--- config.mk ---
export PLATFORM = sky130hd
export DESIGN_NAME = mem_wb_stage
export DESIGN_NICKNAME = d
export VERILOG_FILES = /design/src/rtl/mem_wb_stage.sv
export SDC_FILE = /design/constraint.sdc
export NUM_CORES = 1
export LEC_CHECK = 0
export CAP_MARGIN = 10
export CORE_AREA = 2 2 110 112
export DETAILED_ROUTE_END_ITERATION = 10
export DIE_AREA = 0 0 112 114
export PLACE_DENSITY = 0.75
export SYNTH_ARGS = -nofsm -noshare
export SYNTH_HDL_FRONTEND = slang
export SYNTH_SLANG_ARGS = --single-unit
export TNS_END_PERCENT = 50
--- constraint.sdc ---
create_clock -name clk -period 4.7 [get_ports clk]
set_input_delay 0.94 -clock clk [delete_from_list [all_inputs] [get_ports clk]]
set_output_delay 0.94 -clock clk [all_outputs]
set_load 0.01 [all_outputs]
--- src/rtl/mem_wb_stage.sv ---
// Memory-access / writeback stage: issues the data-memory request/ack handshake,
// stalls upstream while memory is busy, extends load data and registers the WB bundle.
module mem_wb_stage #(
    parameter int unsigned TIMEOUT_CYC = 255
) (
    input  logic        clk,
    input  logic        rst,
    input  logic [31:0] alu_out_mem,
    input  logic [4:0]  rd_addr_mem,
    input  logic        wb_en_mem,
    input  logic        float_wb_en_mem,
    input  logic [2:0]  is_load_mem,
    input  logic        is_store_mem,
    input  logic [31:0] st_wdata_mem,
    input  logic [31:0] st_bweb_mem,
    output logic        dm_req,
    output logic        dm_we,
    output logic [31:0] dm_addr,
    output logic [31:0] dm_wdata,
    output logic [31:0] dm_bweb,
    input  logic        dm_ack,
    input  logic [31:0] dm_rdata,
    output logic        stall_mem,
    output logic        dm_err,
    output logic [4:0]  rd_addr_wb,
    output logic        wb_en_wb,
    output logic        float_wb_en_wb,
    output logic [31:0] wb_data_wb
);

    localparam int unsigned CNT_NEED = $clog2(TIMEOUT_CYC + 1);
    localparam int unsigned CNT_W    = (CNT_NEED > 8) ? CNT_NEED : 8;

    typedef enum logic {
        IDLE = 1'b0,
        WAIT = 1'b1
    } state_t;

    state_t           state;
    logic [CNT_W-1:0] cnt;

    logic        is_st;
    logic        is_ld;
    logic        mem_op;
    logic        timeout;
    logic        abort;
    logic        req;
    logic        stall;
    logic [31:0] sh;
    logic [31:0] ld_data;

    // Request/stall decode; store wins over a simultaneous load, 3'b111 is no load.
    always_comb begin
        is_st   = is_store_mem;
        is_ld   = !is_store_mem && (is_load_mem != 3'b000) && (is_load_mem != 3'b111);
        mem_op  = is_st || is_ld;
        timeout = (state == WAIT) && (cnt == CNT_W'(TIMEOUT_CYC));
        req     = !rst && mem_op && !timeout;
        stall   = req && !dm_ack;
        abort   = !rst && timeout;
    end

    // Load alignment: shifted-out lanes fill with zeros from the top.
    always_comb begin
        sh = dm_rdata >> {alu_out_mem[1:0], 3'b000};
        case (is_load_mem)
            3'b010:  ld_data = {{16{sh[15]}}, sh[15:0]};
            3'b011:  ld_data = {{24{sh[7]}}, sh[7:0]};
            3'b100:  ld_data = {16'h0000, sh[15:0]};
            3'b101:  ld_data = {24'h00_0000, sh[7:0]};
            default: ld_data = sh;
        endcase
    end

    assign dm_req    = req;
    assign dm_we     = req && is_st;
    assign dm_addr   = {alu_out_mem[31:2], 2'b00};
    assign dm_wdata  = is_st ? st_wdata_mem : 32'h0000_0000;
    assign dm_bweb   = is_st ? st_bweb_mem : 32'hffff_ffff;
    assign stall_mem = stall;

    // FSM, timeout counter, sticky error and WB register.
    always_ff @(posedge clk or posedge rst) begin
        if (rst) begin
            state          <= IDLE;
            cnt            <= '0;
            dm_err         <= 1'b0;
            rd_addr_wb     <= 5'd0;
            wb_en_wb       <= 1'b0;
            float_wb_en_wb <= 1'b0;
            wb_data_wb     <= 32'h0000_0000;
        end else begin
            case (state)
                IDLE: begin
                    if (stall) begin
                        state <= WAIT;
                        cnt   <= '0;
                    end
                end
                WAIT: begin
                    if (abort) begin
                        state  <= IDLE;
                        dm_err <= 1'b1;
                    end else if (!stall) begin
                        state <= IDLE;
                    end else begin
                        cnt <= cnt + CNT_W'(1);
                    end
                end
                default: state <= IDLE;
            endcase

            if (stall || abort) begin
                wb_en_wb       <= 1'b0;
                float_wb_en_wb <= 1'b0;
            end else begin
                rd_addr_wb     <= rd_addr_mem;
                wb_en_wb       <= wb_en_mem;
                float_wb_en_wb <= float_wb_en_mem;
                wb_data_wb     <= is_ld ? ld_data : alu_out_mem;
            end
        end
    end

endmodule

### After elaboration in Yosys (flattened, before gate mapping)

Cells that the tools add are included.

* bitwise gates (word level): 1
* $mul: 0
* mux-type cells: 13
* equal/unequal tests: 9
* divide/modulo/power cells: 0
* reductions and logical operators: 17
* shift operators: 1
* magnitude comparators: 0
* add/sub/neg operators: 1

Operator list (count)
* $pmux 32 s4: 1
* $mux 32: 3
* $shr 32x5->32: 1
* $mux 8: 3
* $pmux 8 s2: 1
* $add 8x1->8 const B: 1
* $eq 8x8->1 const B: 1
* $logic_and 1x1->1: 8
* $eq 3x2->1 const B: 2
* $eq 3x3->1 const B: 2
* $logic_not 1->1: 4
* $mux 1: 4
* $ne 2x2->1 const B: 2
* $ne 3x3->1 const B: 1
* $reduce_and 3->1: 1
* $reduce_bool 3->1: 1
* $logic_or 1x1->1: 2
* $ne 2x1->1 const B: 1
* $pmux 1 s2: 1
* $reduce_and 2->1: 1
* $not 1->1: 1

* bits in latches: 0
* memory bits (read-only): 0
* memories kept: 0
* bits of input ports: 142
* register bits after elaboration: 49
* memory bits (writable): 0
* output and inout bits: 139

### Logic depth before layout (Yosys ltp)

* depth after elaboration: 10
* mapped depth: 7

### Worst setup path after synthesis

OpenSTA, ideal clock, no wires.

* path type: in2out
* from: input port rst
* to: output port dm_we
* slack: 1.415 ns
* stages on the path: 2
* required time: 3.760 ns
* data arrival time: 2.345 ns
* path buffers: 0
* path through: inv_1 -> and3_1

* longest elaborated chain between the ends: 4

Ends and longest elaborated chain
* from (decl): RTL line 7 `input logic rst,`
* $logic_not 1->1 (no source line)
* $logic_and 1x1->1 (2 in a row): RTL line 58 `req = !rst && mem_op && !timeout;`
* $logic_and 1x1->1: RTL line 76 `assign dm_we = req && is_st;`
* to (decl): RTL line 17 `output logic dm_we,`

No other way between the ends.

### Worst setup path after layout

* from: input port is_load_mem[2]
* to: output port stall_mem

* longest elaborated chain between the ends: 7
* elaborated cells on any way between the ends: 8

Ends and longest elaborated chain
* from (decl): RTL line 12 `input logic [2:0] is_load_mem,`
* $reduce_bool 3->1: RTL line 55 `is_ld = !is_store_mem && (is_load_mem != 3'b000) && (is_load_mem != 3'b111);`
* $logic_and 1x1->1: RTL line 55
* $logic_and 1x1->1 (*): RTL line 55
* $logic_or 1x1->1 (*): RTL line 56 `mem_op = is_st || is_ld;`
* $logic_and 1x1->1 (*) (2 in a row): RTL line 58
* $logic_and 1x1->1 (*): RTL line 59 `stall = req && !dm_ack;`
* to (decl): RTL line 23 `output logic stall_mem,`

Every way passes the cells marked *; elsewhere a longest branch is shown, timed or not.

==> results.toml <==
[clocking]
cts_tree = "built"
cts_resized = 0
cts.sinks = 49
h-tree-depth = 2
clk_pin_slew_ns = 0.06
cts_made_buffers = 5
clkLatencyLatePin_ns = 0.29
clk_path_buf_depth = 2
ctsHoldBuffers = 0
clockRootBuffer = "clkbuf_16"
post_cts_buffers = 0

[setup_path]
end_kind = "output pin"
worstPathRequired_ns = 3.76
reg2reg_from = "cnt[0]"
critPathCapture = "stall_mem"
critPathLaunchType = "input port"
cp_num_cells = 6
worst-path-buf-inv = 3
path_cells = "clkdlybuf4s50_1, or4_1, nand3b_1, or3_1, inv_2, clkdlybuf4s50_1"
startpoint = "is_load_mem[2]"
critPathMaxFanout = 11
path_common_cell = "clkdlybuf4s50_1"
r2r-end = "rd_addr_wb[1]"
cpMaxStageDelayCell = "or4_1"
critPathTopFamily = "buffers and inverters"
r2r_setup_slack_ns = 2.34
reg2reg_depth = 6
cpPeakStageDelay_ns = 0.59
arrival_ns = 3.21
path_class = "input port to output pin"

[detailed_routing]
drtIter0Drc = 221
ant_nets = 0
routed_wl_um = 15090
vias = 3913
vias_per_cell = 4.928
route.detailed.drc = 0
drt-pass1-iter-count = 4
post_drt_wl_per_cell_um = 19.00

[global_routing]
track_usage_pct = 22.75
grt_max_degree = 72
grt_overflow_total = 0
antenna_found_initial = 0
grt_pass1_wl_um = 22850
grt_pass1_vias = 4005

[synth]
ys_warn_count = 0
synthTopCellsByArea = "dfrtp_1, buf_4, mux2i_1, and2_1, nand2b_1"
async_flop_share_pct = 100.0
synth_top_area_cell = "dfrtp_1"
synth_edf_count = 0
synth.distinct_cells = 49
avgSynthCellArea_um2 = 8.434
synth-seq-cells = 49
netlist.area_leader.share_pct = 34.86
synth_cells = 417
synth_area_mm2 = 0.003517
yosys-top-cells-count = "dfrtp_1, nand2_1, and2_1"
synth_most_common_cell = "dfrtp_1"
ys.flop_type = "dfrtp_1"
seq_area_frac_synth_pct = 34.86

[finish]
regArea_mm2 = 0.001226
multiInputGateArea_mm2 = 0.001909
final_nets = 790
nFillCells = 1049
antenna_cells = 0
layout-drive-gt1-share_pct = 4.946
synthToLayoutAreaGrowth_pct = 79.22
final_cells = 794

[run]
max-cap-violations = 0

[hold_path]
hold_depth = 1
hold_class = "flip-flop to flip-flop"

[run_status]
status = "finished, final reports clean"

[timing]
max_freq_mhz = 241.1
setup_viol = 0
fin_tns_setup_ns = 0
whs_ns = 0.4627
setup_slack_ns = 0.5524
rsz0062_at_grt = "no"
relSlewSlack_pct = 45.31
hold_viol_final = 0
slew_violations = 0
worst_clock_skew_ns = 0.006225
period_share_pct = 88.25
tightest_slew_ns = 0.8203
fin_crit_ns = 4.148

[pwr]
power.density_mw_per_mm2 = 224.4
peakVddDrop_mv = 0.1332
power.total_mw = 1.415
p_leak_nw = 2.540

[place]
dpl.hpwl_um = 11950
place_inst = 787
routabilityCongestion = 0.8786
dp_slack_ns = 0.5524
io_buffers = 278

[die]
start_util_pct = 30.03
core_area_mm2 = 0.01171
io_pins = 281
num_rows = 40
dieArea_mm2 = 0.01277
dieWidth_um = 112
die_h_um = 114
area by class of cell:
| class | count | share of cell area [%] |
|---|---|---|
| flip-flops and latches | 49 | 19.45 |
| multi-input cells | 302 | 30.29 |
| repair buffers | 284 | 44.78 |
| well taps | 147 | 2.918 |
| clock buffers | 7 | 2.263 |
| inverters | 5 | 0.2977 |
metrics by stage:
step                      area, um2  util [%]
after floorplan                3521         -
after global placement         6161     52.61
after detailed placement       6161     52.61
after CTS                      6304     53.82
after global routing           6304     53.82
final                          6304     53.82
worst register-to-register path, cell delays in order (launching register included):
cell     delay [ns]
dfrtp_1        0.41
ha_1           0.22
and3_1         0.25
nand4_1        0.20
a21oi_4        0.16
buf_4          0.55
mux2_2         0.47
registers in the layout, summed over array words and instances, names as in the netlist:
signal and flops:
wb_data_wb 32, cnt 8, dm_err 1, rd_addr_wb 5, state 1, float_wb_en_wb 1, wb_en_wb 1
where the power goes:
part	switching, mW	internal [mW]
combinational	0.233	0.323
clock	0.150	0.209
sequential	0.0296	0.470
routing by layer:
metal  global-route usage [%]  vias up  share of wire, %  wire length, um
met5                        0        -                 0                0
met2                    39.84      201                50             7565
met1                    26.89     1820                39             5841
li1                         -     1867                 -                -
met4                    6.829        0               2.4              369
met3                    7.173       25               8.7             1311
cells in the final DEF (no fill, tap or decap), drive strengths merged, types with 2 or more instances in the layout:
cell type / count
a211oi: 6
a21oi: 14
a22o: 2
a2bb2oi: 7
and2: 35
and3: 6
buf: 7
clkbuf: 7
clkdlybuf4s50: 277
conb: 2
dfrtp: 49
inv: 5
mux2: 6
mux2i: 22
nand2: 45
nand2b: 33
nand3: 5
nand4b: 4
nor2: 28
nor2b: 9
nor3: 4
o211ai: 2
o21ai: 31
o22ai: 16
o31ai: 11
or2: 2
logic make-up after synthesis:
group                      share of synthesized area [%]
buffers and inverters                              11.17
adders and majority gates                         0.3557
DFF                                                34.86
AOI/OAI and AO/OA                                  17.47
other                                             0.1066
and+or+nand+nor                                    26.97
xor gates and xnor gates                          0.2491
muxes                                              8.822
worst min path at each step:
| stage | start | endpoint | slack [ns] |
|---|---|---|---|
| floorplan | cnt[6] | cnt[6] | 0.44 |
| global placement | dm_err | dm_err | 0.44 |
| detailed placement | dm_err | dm_err | 0.45 |
| CTS | dm_err | dm_err | 0.47 |
| global route | dm_err | dm_err | 0.49 |
| finish | dm_err | dm_err | 0.46 |
No activity file was read; power rests on OpenSTA's default activity.
